<file path="src/rtl/stack_tower_pkg.sv">
// -----------------------------------------------------------------------------
// stack_tower_pkg
//   Shared game definitions for the stacking game: screen geometry, tower
//   geometry defaults, colour codes, catch FSM encodings and the signed
//   coordinate type used by the hit comparators.
// -----------------------------------------------------------------------------
package stack_tower_pkg;

  // Screen geometry (px)
  localparam int SCREEN_W = 640;
  localparam int SCREEN_H = 480;

  // Tower geometry defaults (px)
  localparam int BASE_Y   = 400;
  localparam int BLOCK_H  = 20;
  localparam int X_INIT   = 300;
  localparam int X_MIN    = 0;
  localparam int X_MAX    = 490;

  // Catch window defaults (px)
  localparam int X_TOL    = 15;
  localparam int Y_TOL_UP = 5;
  localparam int Y_TOL_DN = 30;

  // Block colour codes
  localparam int COLOR_W = 2;
  localparam logic [1:0] COLOR_RED    = 2'd0;
  localparam logic [1:0] COLOR_GREEN  = 2'd1;
  localparam logic [1:0] COLOR_BLUE   = 2'd2;
  localparam logic [1:0] COLOR_YELLOW = 2'd3;

  // Catch FSM encodings
  localparam logic [1:0] ST_ARMED   = 2'd0;
  localparam logic [1:0] ST_LATCHED = 2'd1;
  localparam logic [1:0] ST_FULL    = 2'd2;

  // 12-bit signed screen coordinate: wide enough that x-X_TOL or
  // pos_y-Y_TOL_UP never wraps around below zero.
  typedef logic signed [11:0] coord_t;

  // Widen an unsigned 10-bit pixel coordinate into the signed compare domain.
  function automatic coord_t to_coord(input logic [9:0] px);
    to_coord = coord_t'({2'b00, px});
  endfunction

endpackage

</file>
<file path="src/rtl/stack_tower_tick_div.sv">
// -----------------------------------------------------------------------------
// tick_div
//   Free-running W-bit divider. Counts while en is high, holds otherwise, and
//   emits a one-cycle tick on the clock edge where the count wraps to zero.
//   Shared with the spawner.
// Ports
//   clk    in  system clock
//   rst_n  in  asynchronous active-low reset (count -> 0)
//   clr    in  synchronous clear (count -> 0)
//   en     in  count enable
//   tick   out high in the cycle whose closing edge wraps the count to 0
// -----------------------------------------------------------------------------
module tick_div #(
  parameter int W = 18
) (
  input  logic clk,
  input  logic rst_n,
  input  logic clr,
  input  logic en,
  output logic tick
);

  logic [W-1:0] cnt_r;

  // The wrap happens on the edge that follows an all-ones count, so the tick
  // is qualified with en: a held divider never wraps.
  assign tick = en && (cnt_r == {W{1'b1}}) && !clr;

  // Divider count register
  always_ff @(posedge clk or negedge rst_n) begin
    if (!rst_n) begin
      cnt_r <= {W{1'b0}};
    end else if (clr) begin
      cnt_r <= {W{1'b0}};
    end else if (en) begin
      cnt_r <= cnt_r + {{(W-1){1'b0}}, 1'b1};
    end else begin
      cnt_r <= cnt_r;
    end
  end

endmodule

</file>
<file path="src/rtl/stack_tower.sv">
// -----------------------------------------------------------------------------
// stack_tower
//   Player-controlled catch tower. Moves the base column left/right on a
//   divided tick, detects the live falling block landing on the tower top,
//   latches each catch exactly once, pushes the block colour into a colour
//   stack and reports the height.
// Ports
//   clk, rst_n      clock, asynchronous active-low reset
//   clear           synchronous restart (same effect as reset)
//   pause           freezes movement, divider and catch detection
//   left, right     level move requests
//   fall_valid      falling block is live
//   fall_x, fall_y  falling block top-left (px)
//   fall_color      falling block colour
//   pos_x, pos_y    tower x and top-surface y (px)
//   height          caught block count
//   colors          colour stack, newest block in [COLOR_W-1:0]
//   collision       one-cycle pulse per catch
//   full            height == MAX_BLOCKS
// All outputs are registered.
// -----------------------------------------------------------------------------
module stack_tower
  import stack_tower_pkg::*;
#(
  parameter int MAX_BLOCKS = 16,
  parameter int COLOR_W    = stack_tower_pkg::COLOR_W,
  parameter int BASE_Y     = stack_tower_pkg::BASE_Y,
  parameter int BLOCK_H    = stack_tower_pkg::BLOCK_H,
  parameter int X_INIT     = stack_tower_pkg::X_INIT,
  parameter int X_MIN      = stack_tower_pkg::X_MIN,
  parameter int X_MAX      = stack_tower_pkg::X_MAX,
  parameter int X_TOL      = stack_tower_pkg::X_TOL,
  parameter int Y_TOL_UP   = stack_tower_pkg::Y_TOL_UP,
  parameter int Y_TOL_DN   = stack_tower_pkg::Y_TOL_DN,
  parameter int DIV_W      = 18
) (
  input  logic                                 clk,
  input  logic                                 rst_n,
  input  logic                                 clear,
  input  logic                                 pause,
  input  logic                                 left,
  input  logic                                 right,
  input  logic                                 fall_valid,
  input  logic [9:0]                           fall_x,
  input  logic [9:0]                           fall_y,
  input  logic [COLOR_W-1:0]                   fall_color,
  output logic [9:0]                           pos_x,
  output logic [9:0]                           pos_y,
  output logic [$clog2(MAX_BLOCKS+1)-1:0]      height,
  output logic [MAX_BLOCKS*COLOR_W-1:0]        colors,
  output logic                                 collision,
  output logic                                 full
);

  localparam int HW    = $clog2(MAX_BLOCKS+1);
  localparam int CS_W  = MAX_BLOCKS*COLOR_W;

  localparam logic [9:0]    X_INIT_C   = 10'(X_INIT);
  localparam logic [9:0]    X_MIN_C    = 10'(X_MIN);
  localparam logic [9:0]    X_MAX_C    = 10'(X_MAX);
  localparam logic [HW-1:0] MAX_H_C    = HW'(MAX_BLOCKS);
  localparam logic [HW-1:0] ONE_H_C    = {{(HW-1){1'b0}}, 1'b1};
  localparam coord_t        X_TOL_C    = coord_t'(X_TOL);
  localparam coord_t        Y_TOL_UP_C = coord_t'(Y_TOL_UP);
  localparam coord_t        Y_TOL_DN_C = coord_t'(Y_TOL_DN);

  // Top-surface y for a given stack height.
  function automatic logic [9:0] top_y(input logic [HW-1:0] h);
    logic [15:0] drop;
    drop  = 16'(h) * 16'(BLOCK_H);
    top_y = 10'(16'(BASE_Y) - drop);
  endfunction

  // Registered state
  logic [1:0]       state_r;
  logic [9:0]       x_r;
  logic [9:0]       pos_y_r;
  logic [HW-1:0]    height_r;
  logic [CS_W-1:0]  colors_r;
  logic             collision_r;
  logic             full_r;

  // Next-state values
  logic [1:0]       state_s;
  logic [9:0]       x_s;
  logic [HW-1:0]    height_s;
  logic [CS_W-1:0]  colors_s;
  logic             collision_s;

  // Hit compare
  logic             tick_s;
  logic             x_ok_s;
  logic             y_ok_s;
  logic             room_s;
  logic             hit_s;
  coord_t           tx_s;
  coord_t           ty_s;
  coord_t           fx_s;
  coord_t           fy_s;

  tick_div #(.W(DIV_W)) u_tick_div (
    .clk   (clk),
    .rst_n (rst_n),
    .clr   (clear),
    .en    (!pause),
    .tick  (tick_s)
  );

  assign tx_s = to_coord(x_r);
  assign ty_s = to_coord(pos_y_r);
  assign fx_s = to_coord(fall_x);
  assign fy_s = to_coord(fall_y);

  // Strict inequalities: a block exactly X_TOL away, or exactly Y_TOL_UP
  // above the top surface, is a miss.
  assign x_ok_s = (fx_s > (tx_s - X_TOL_C)) && (fx_s < (tx_s + X_TOL_C));
  assign y_ok_s = (fy_s > (ty_s - Y_TOL_UP_C)) && (fy_s < (ty_s + Y_TOL_DN_C));
  // Guards the stack against overflow even if the FSM were ever corrupted.
  assign room_s = (height_r < MAX_H_C);
  assign hit_s  = fall_valid && x_ok_s && y_ok_s && room_s && !pause;

  // Catch FSM, height counter and colour stack next-state
  always_comb begin
    state_s     = state_r;
    height_s    = height_r;
    colors_s    = colors_r;
    collision_s = 1'b0;
    if (pause) begin
      state_s = state_r;
    end else begin
      case (state_r)
        ST_ARMED: begin
          if (hit_s) begin
            collision_s = 1'b1;
            height_s    = height_r + ONE_H_C;
            colors_s    = {colors_r[CS_W-COLOR_W-1:0], fall_color};
            if ((height_r + ONE_H_C) == MAX_H_C) begin
              state_s = ST_FULL;
            end else begin
              state_s = ST_LATCHED;
            end
          end else begin
            state_s = ST_ARMED;
          end
        end
        ST_LATCHED: begin
          // The block stays latched until the spawner drops fall_valid,
          // so a block lingering in the window never scores twice.
          if (height_r == MAX_H_C) begin
            state_s = ST_FULL;
          end else if (!fall_valid) begin
            state_s = ST_ARMED;
          end else begin
            state_s = ST_LATCHED;
          end
        end
        ST_FULL: begin
          state_s = ST_FULL;
        end
        default: begin
          state_s = ST_ARMED;
        end
      endcase
    end
  end

  // Horizontal movement with clamping; both or neither buttons hold.
  always_comb begin
    x_s = x_r;
    if (tick_s && !pause && left && !right) begin
      if (x_r > X_MIN_C) begin
        x_s = x_r - 10'd1;
      end else begin
        x_s = X_MIN_C;
      end
    end else if (tick_s && !pause && right && !left) begin
      if (x_r < X_MAX_C) begin
        x_s = x_r + 10'd1;
      end else begin
        x_s = X_MAX_C;
      end
    end else begin
      x_s = x_r;
    end
  end

  // State and output registers; clear has the same effect as reset and
  // overrides a simultaneous hit.
  always_ff @(posedge clk or negedge rst_n) begin
    if (!rst_n) begin
      state_r     <= ST_ARMED;
      x_r         <= X_INIT_C;
      pos_y_r     <= top_y({HW{1'b0}});
      height_r    <= {HW{1'b0}};
      colors_r    <= {CS_W{1'b0}};
      collision_r <= 1'b0;
      full_r      <= 1'b0;
    end else if (clear) begin
      state_r     <= ST_ARMED;
      x_r         <= X_INIT_C;
      pos_y_r     <= top_y({HW{1'b0}});
      height_r    <= {HW{1'b0}};
      colors_r    <= {CS_W{1'b0}};
      collision_r <= 1'b0;
      full_r      <= 1'b0;
    end else begin
      state_r     <= state_s;
      x_r         <= x_s;
      pos_y_r     <= top_y(height_s);
      height_r    <= height_s;
      colors_r    <= colors_s;
      collision_r <= collision_s;
      full_r      <= (height_s == MAX_H_C);
    end
  end

  assign pos_x     = x_r;
  assign pos_y     = pos_y_r;
  assign height    = height_r;
  assign colors    = colors_r;
  assign collision = collision_r;
  assign full      = full_r;

endmodule

</file>
<file path="config.mk">
export PLATFORM = sky130hd
export DESIGN_NAME = stack_tower
export DESIGN_NICKNAME = d
export VERILOG_FILES = /design/src/rtl/stack_tower_pkg.sv /design/src/rtl/stack_tower_tick_div.sv /design/src/rtl/stack_tower.sv
export SDC_FILE = /design/constraint.sdc
export NUM_CORES = 1
export LEC_CHECK = 0
export ABC_AREA = 0
export CAP_MARGIN = 10
export CORE_UTILIZATION = 49
export CTS_BUF_LIST = sky130_fd_sc_hd__clkbuf_16
export DETAILED_ROUTE_END_ITERATION = 10
export GPL_ROUTABILITY_DRIVEN = 0
export GPL_TIMING_DRIVEN = 1
export PLACE_DENSITY = 0.84
export SLEW_MARGIN = 20
export SYNTH_ARGS = -nofsm -noshare
export SYNTH_HDL_FRONTEND = slang
export SYNTH_SLANG_ARGS = --single-unit
</file>
<file path="constraint.sdc">
create_clock -name clk -period 5.4 [get_ports clk]
set_clock_uncertainty 0.05 [all_clocks]
set_input_delay 1.08 -clock clk [delete_from_list [all_inputs] [get_ports clk]]
set_output_delay 1.08 -clock clk [all_outputs]
set_load 0.05 [all_outputs]
</file>
==> flow_summary_export.csv, run 1 <==
group,metric,value,unit
floorplanning,initial_core_util,0.508,
floorplanning,die_h,106,um
cts,clock_sinks,76,
drt,wirelength,13.1,mm
final_layout,layout_commonest_cell,"clkdlybuf4s50_1",
floorplanning,die-area,11200,um2
critical_path,reg2regPathDepth,23,
cts,cts_tree,"yes",
pwr,leakagePower,2.88,nW
grt,gr-total-overflow,0,
worst_hold_path,min_to,"colors[30]$_DFFE_PN0P_",
sta,tns,0,ns
sta,finalHoldViolCount,0,
sta,setup_violations,0,
critical_path,path_common_cell,"ha_1",
floorplanning,io_pins,88,
drt,met2_wirelength,6.35,mm
final_layout,num-fill-cells,801,
sta,slew_violations,0,
cts,cts_hold_buf,0,
critical_path,critical_path.slowest_cell,"dfstp_2",
cts,cts_root_buf,"clkbuf_16",
critical_path,timing.rr.start,"pos_y[4]$_DFF_PN1_",
final_layout,area_delta_synth_final,27.9,%
drt,first_pass_iters,4,
final_layout,nets,753,
synth,synth_top_family_by_area,"simple AND/OR/NAND/NOR gates",
synth,avgSynthCellArea,9.22,um2
final_layout,n_antenna_cell,0,
grt,track_usage,0.235,
critical_path,worstPathArrival,5.41,ns
critical_path,crit_path_end_kind,"flip-flop",
pwr,power_density,194,nW/um2
synth,synth-seq-area-share,0.361,
critical_path,critical_path.top_delay_family,"adder cells",
synth,synth_compound_area_frac,0.104,
critical_path,path_cells,"inv_1 -> ha_1 -> a21boi_2 -> nor2_2 -> xnor2_1 -> ha_1 -> or4_1 -> a21oi_1 -> a22oi_1 -> a32o_2 -> nor3_4 -> buf_4 -> mux2i_2 -> inv_1 -> ha_1 -> ha_1 -> fa_1 -> or2_2 -> nor2_1 -> nor2_1 -> xnor2_1 -> xnor2_1 -> nand2_1",
synth,synth-seq-cells,76,
pwr,vdd_ir_drop_max,0.154,mV
grt,grt_pass1_wl,21.3,mm
grt,antenna_found_initial,0,
synth,synthMuxAreaShare,0.0662,
drt,wl_per_cell,16.1,um
synth,synth_fa_ha_area_frac,0.124,
floorplanning,core,10400,um2
synth,synthArstFlopShare,1.00,
worst_hold_path,hold_start,"colors[30]$_DFFE_PN0P_",
critical_path,required,5.60,ns
cts,htree_levels,3,
drt,antenna_left,0,
drt,via_count,4599,
cts,clk_path_buf_depth,2,
worst_hold_path,whs_path_depth,2,
drt,wl_met3,762,um
grt,grt_pass1_vias,4614,
critical_path,r2r-end,"pos_y[8]$_DFF_PN1_",
critical_path,worstSetupPathType,"flip-flop to flip-flop",
cts,clk_pin_slew_worst_paths,0.06,ns
synth,ys_types,62,
final_layout,final_area,6770,um2
critical_path,crit_buf_inv,3,
drt,highest_layer,"met4",
synth,yosys_warnings,0,
drt,drt-met1-wl,5.73,mm
sta,max_freq,192,MHz
drt,vias_per_cell,5.66,
cts,numCtsBuffers,9,
sta,period_needed,5.21,ns
drt,drtIter0Drc,327,
critical_path,start_kind,"flip-flop",
critical_path,rrSetupSlack,0.19,ns
final_layout,mostFrequentLayoutCells,"clkdlybuf4s50_1, nor2_1, dfrtp_1",
critical_path,critical_path_peak_fanout,5,
sta,worstMarginPinSlew,0.739,ns
synth,synth_edf_count,0,
final_layout,layout-drive-gt1-share,0.111,
drt,drc,0,
grt,grt_start_max_net_pins,70,
sta,fin_crit_sh,0.965,
synth,synth_top_flop_cell,"dfrtp_1",
floorplanning,row_count,37,
synth,synthesis.area,5290,um2
worst_hold_path,hold_path.class,"flip-flop to flip-flop",
placed_design,io_buffers,85,
cts,clock_latency,0.33,ns
synth,synthCells,574,
critical_path,slowest_delay,0.58,ns
placed_design,dp_hpwl,9.44,mm
synth,synth-simple-area-share,0.207,
floorplanning,fp.dieW,106,um
synth,synth_xor_area_frac,0.0927,
job,maxCapViolCount,0,
outcome,status,"finished clean",
sta,worst_slew_margin_rel,0.508,
placed_design,placed_area,6330,um2
-- worst register-to-register path, delay by kind of cell (launching register included) --
| family | cells | cell delay [ns] |
|---|---|---|
| fa+ha+maj | 5 | 1.42 |
| simple gates | 7 | 1.38 |
| compound gates | 4 | 0.71 |
| flops | 1 | 0.58 |
| xor+xnor | 3 | 0.42 |
| buf+inv | 3 | 0.33 |
| mux | 1 | 0.26 |
-- layer usage --
| layer | up-vias | track usage |
|---|---|---|
| met1 | 2227 | 0.298 |
| li1 | 2217 | - |
| met3 | 23 | 0.0540 |
| met5 | - | 0 |
| met2 | 132 | 0.393 |
| met4 | 0 | 0.0833 |
-- where the power goes --
part / leakage, nW / switching [mW] / internal (mW)
registers: 1.03 / 0.00202 / 0.572
clock network: 0.153 / 0.230 / 0.403
logic: 1.70 / 0.0621 / 0.0472
total: 2.88 / 0.294 / 1.02
-- cell type report --
cell class | instances | area (um2) | share of cell area
multi-input cells | 450 | 3230 | 0.477
flip-flops and latches | 76 | 1910 | 0.282
repair buffers | 115 | 1070 | 0.157
clock buffers | 9 | 225 | 0.0333
well taps | 136 | 170 | 0.0251
clock inverters | 7 | 92.6 | 0.0137
inverters | 20 | 75.1 | 0.0111
-- flip-flops by register name (all words and copies together), names as in the netlist --
signal	count
full	1
u_tick_div.cnt_r	18
pos_y	7
state_r	2
colors	32
collision	1
height	5
pos_x	10
-- synthesized netlist by cell type (5+ instances only) --
master	number	share of area
nand3_1	21	0.020
dfrtp_1	69	0.33
xor2_1	22	0.036
a21oi_1	18	0.017
and2_1	7	0.0083
mux2i_1	35	0.066
ha_1	51	0.12
nand2_1	39	0.028
a21o_1	5	0.0071
and4_1	6	0.0099
nand4_1	14	0.017
o21ai_0	24	0.023
xnor2_1	34	0.056
dfstp_2	7	0.035
nor2b_1	9	0.011
nor2_1	82	0.058
buf_1	5	0.0035
inv_1	20	0.014
or3_1	5	0.0059
and3_1	5	0.0059
clkbuf_1	15	0.011
nor3_1	12	0.011
-- cells by family (layout without fill, tap and decap cells) --
family	count (synthesis)	in the layout
flops	76	76
xor+xnor	56	56
simple gates	221	221
compound gates	84	84
mux	35	35
fa+ha+maj	52	52
buf+inv	49	151
other cells	1	2
-- per-stage QoR --
| stage | util | instances | setup WS (ns) | hold WS [ns] | power (mW) |
|---|---|---|---|---|---|
| 6_report | 0.650 | 813 | 0.187 | 0.483 | 1.32 |
| 5_1_grt | 0.650 | 813 | -0.0711 | 0.522 | 1.37 |
| 4_1_cts | 0.639 | 807 | 0.0638 | 0.488 | 1.32 |
| 3_5_place_dp | 0.608 | 791 | -0.255 | 0.464 | 0.690 |
| 3_3_place_gp | 0.608 | 791 | -0.101 | 0.457 | 0.685 |
| 2_1_floorplan | - | 575 | 0.0214 | 0.452 | 0.638 |
-- repair_timing --
action	4_1_cts	5_1_grt
cloned	0	0
setup endpoints to repair	3	4
pin swaps	0	3
resized for setup	2	15
endpoints found under the hold margin	0	0
buffers inserted	0	6
-- how the worst max path moves through the flow --
stage                         end  depth (start not counted)  slack [ns]                 start
2_1_floorplan  pos_y[8]$_DFF_PN1_                         24        0.02  pos_x[0]$_DFFE_PN0P_
3_3_place_gp   pos_y[8]$_DFF_PN1_                         20       -0.10             fall_x[9]
3_5_place_dp   pos_y[8]$_DFF_PN1_                         20       -0.26             fall_x[9]
4_1_cts        pos_y[8]$_DFF_PN1_                         24        0.06  pos_x[2]$_DFFE_PN1P_
5_1_grt        pos_y[8]$_DFF_PN1_                         23       -0.07    pos_y[4]$_DFF_PN1_
6_report       pos_y[8]$_DFF_PN1_                         23        0.19    pos_y[4]$_DFF_PN1_
Note: power is estimated with default switching activity, not from simulation.
==> run 2, diff against run 1 <==
--- a/config.mk
+++ b/config.mk
@@ -16,4 +16,5 @@
 export SLEW_MARGIN = 20
 export SYNTH_ARGS = -nofsm -noshare
 export SYNTH_HDL_FRONTEND = slang
+export SYNTH_HIERARCHICAL = 1
 export SYNTH_SLANG_ARGS = --single-unit
==> flow_summary_export.csv, run 2 <==
group,metric,value,unit
grt,grt.busiest_layer,"met2",
grt,track_usage,0.255,
grt,use_met3,0.0407,
final_layout,final_area,6710,um2
critical_path,timing.rr.start,"pos_x[0]$_DFFE_PN0P_",
cts,cts_root_buf,"clkbuf_16",
worst_hold_path,hold_start,"state_r[1]$_DFFE_PN0P_",
critical_path,critical_path_peak_fanout,9,
critical_path,critical_path.slowest_cell,"fa_1",
grt,antenna_found_initial,0,
sta,max_freq,195,MHz
placed_design,placed_cells,826,
grt,grt_pass1_wl,23.2,mm
synth,synthTopCellsByArea,"dfrtp_1, ha_1, nand2_1, a21oi_1, xnor2_1",
floorplanning,die-area,11400,um2
drt,antenna_left,0,
placed_design,dp_hpwl,9.95,mm
sta,period_needed,5.13,ns
critical_path,crit_buf_inv,3,
worst_hold_path,hold_path.class,"flip-flop to flip-flop",
final_layout,layout-drive-gt1-share,0.0905,
synth,avgSynthCellArea,8.72,um2
synth,synthesis.area,5370,um2
synth,synthArstFlopShare,1.00,
pwr,leakagePower,2.83,nW
synth,synth_most_common_cell,"nand2_1",
cts,clk_pin_slew_worst_paths,0.06,ns
floorplanning,die_h,107,um
sta,tns,0,ns
placed_design,placed_area,6390,um2
synth,yosysTopAreaCellShare,0.321,
sta,worst_slew_margin_rel,0.369,
synth,yosys.area.top_type,"dfrtp_1",
grt,met1_usage,0.310,
cts,clk_path_buf_depth,2,
critical_path,crit_path_end_kind,"flip-flop",
sta,hold_slack,0.465,ns
critical_path,rrSetupSlack,0.27,ns
final_layout,layout.cells.non_filler,843,
critical_path,endpoint,"pos_y[8]$_DFF_PN1_",
drt,drtIter0Drc,332,
pwr,power_density,226,nW/um2
pwr,switching_share,0.298,
cts,clock_sinks,76,
critical_path,worstPathArrival,5.35,ns
floorplanning,io_pins,88,
pwr,power_frac_comb,0.199,
drt,drc,0,
pwr,vdd_ir_drop_max,0.190,mV
synth,synth_common_cells,"nand2_1, dfrtp_1, a21oi_1",
cts,cts_hold_buf,0,
final_layout,n_antenna_cell,0,
cts,clock_latency,0.33,ns
cts,htree_levels,3,
critical_path,r2r-end,"pos_y[8]$_DFF_PN1_",
grt,grt_pass1_vias,4943,
critical_path,path_common_cell,"ha_1",
sta,slew_violations,0,
pwr,p_int,1.06,mW
drt,wirelength,13.9,mm
drt,vias_per_cell,5.86,
pwr,p_clk_frac,0.402,
pwr,switchingPower,452,uW
drt,first_pass_iters,5,
synth,synth-seq-area-share,0.356,
drt,via_count,4944,
final_layout,largest_reg_flops,32,
critical_path,path_cells,"buf_4 -> ha_1 -> nand3_1 -> buf_4 -> nand2_1 -> xor2_1 -> ha_1 -> nand4_1 -> a21oi_1 -> nor4b_2 -> o21ai_1 -> nand3_1 -> mux2i_1 -> inv_1 -> ha_1 -> ha_1 -> fa_1 -> nor3_1 -> nor2_1 -> xor2_1 -> xnor2_1 -> nand2b_1",
synth,synth_top_flop_cell,"dfrtp_1",
placed_design,io_buffers,85,
job,maxCapViolCount,0,
grt,gr-total-overflow,0,
final_layout,layout_commonest_cell,"nand2_1",
critical_path,startpoint,"pos_x[0]$_DFFE_PN0P_",
final_layout,num-fill-cells,848,
synth,synth_edf_count,0,
critical_path,slowest_delay,0.49,ns
sta,finalHoldViolCount,0,
cts,numCtsBuffers,9,
synth,yosys_warnings,6,
cts,cts_tree,"yes",
synth,synthCells,616,
floorplanning,fp.dieW,107,um
critical_path,start_kind,"flip-flop",
outcome,status,"finished clean",
synth,ys_types,68,
sta,setup_violations,0,
floorplanning,row_count,37,
pwr,seqPwrFrac,0.399,
critical_path,crit_cells,22,
grt,use_met2,0.453,
critical_path,reg2regPathDepth,22,
critical_path,critical_path.top_delay_family,"adder cells",
final_layout,area_delta_synth_final,25.0,%
sta,worstMarginPinSlew,0.946,ns
final_layout,mostFrequentLayoutCells,"nand2_1, clkdlybuf4s50_1, dfrtp_1",
critical_path,worstSetupPathType,"flip-flop to flip-flop",
drt,wl_per_cell,16.5,um
grt,grt_start_max_net_pins,77,
floorplanning,initial_core_util,0.513,
synth,synth-seq-cells,76,
sta,fin_crit_sh,0.951,
floorplanning,core,10500,um2
critical_path,required,5.61,ns
final_layout,nets,783,
run 2: layout make-up:
class / instances / area, um2 / area share
multi-input cells: 490 / 3270 / 0.487
flip-flops and latches: 76 / 1910 / 0.285
repair buffers: 103 / 978 / 0.146
clock buffers: 9 / 225 / 0.0336
well taps: 136 / 170 / 0.0253
inverters: 22 / 82.6 / 0.0123
clock inverters: 7 / 73.8 / 0.0110
run 2: worst min-delay path by stage:
stage                                        end  slack, ns  cells after the start
after detailed placement  state_r[1]$_DFFE_PN0P_       0.45                      1
after floorplan           state_r[1]$_DFFE_PN0P_       0.43                      1
after CTS                 state_r[1]$_DFFE_PN0P_       0.46                      1
after global placement    state_r[1]$_DFFE_PN0P_       0.45                      1
final                     state_r[1]$_DFFE_PN0P_       0.47                      1
after global routing      colors[30]$_DFFE_PN0P_       0.50                      2
run 2: metal layers:
| layer | vias up | part of all wire |
|---|---|---|
| met5 | - | 0 |
| met4 | 0 | 0.018 |
| met3 | 22 | 0.061 |
| met2 | 185 | 0.51 |
| met1 | 2386 | 0.41 |
| li1 | 2351 | - |
run 2: cell families (layout without fill, tap and decap cells):
logic type / Yosys count / in the layout / synth area share
adders and majority gates: 52 / 52 / 0.123
xor gates and xnor gates: 48 / 48 / 0.0783
buffers and inverters: 51 / 141 / 0.0405
and+or+nand+nor: 251 / 251 / 0.236
AOI/OAI and AO/OA: 131 / 131 / 0.154
other: 1 / 2 / 0.000698
muxes: 6 / 6 / 0.0123
DFF: 76 / 76 / 0.356
run 2: repair_timing:
item | in CTS | in global routing
setup buffers | 0 | 1
gates resized for setup | 0 | 4
setup endpoints to repair | 0 | 2
run 2: per-stage QoR:
stage	utilization	setup slack, ns	power, mW
finish	0.642	0.267	1.52
global route	0.642	-0.0143	1.58
CTS	0.639	0.123	1.51
detailed placement	0.611	-0.0960	0.907
global placement	0.611	0.107	0.892
floorplan	-	0.229	0.798
run 2: power by group through the flow:
stage	sequential (mW)	clock, mW	combinational, mW
after CTS	0.604	0.613	0.296
after detailed placement	0.614	0	0.294
after floorplan	0.630	0	0.168
after global placement	0.612	0	0.279
final	0.605	0.609	0.302
after global routing	0.606	0.642	0.330
run 2: worst register-to-register path, cell delays in order (launching register included):
cell and delay, ns:
dfrtp_1 0.35, buf_4 0.16, ha_1 0.27, nand3_1 0.23, buf_4 0.23, nand2_1 0.08, xor2_1 0.23, ha_1 0.29
nand4_1 0.14, a21oi_1 0.08, nor4b_2 0.38, o21ai_1 0.19, nand3_1 0.20, mux2i_1 0.27, inv_1 0.09, ha_1 0.28
ha_1 0.24, fa_1 0.49, nor3_1 0.34, nor2_1 0.10, xor2_1 0.18, xnor2_1 0.14, nand2b_1 0.07
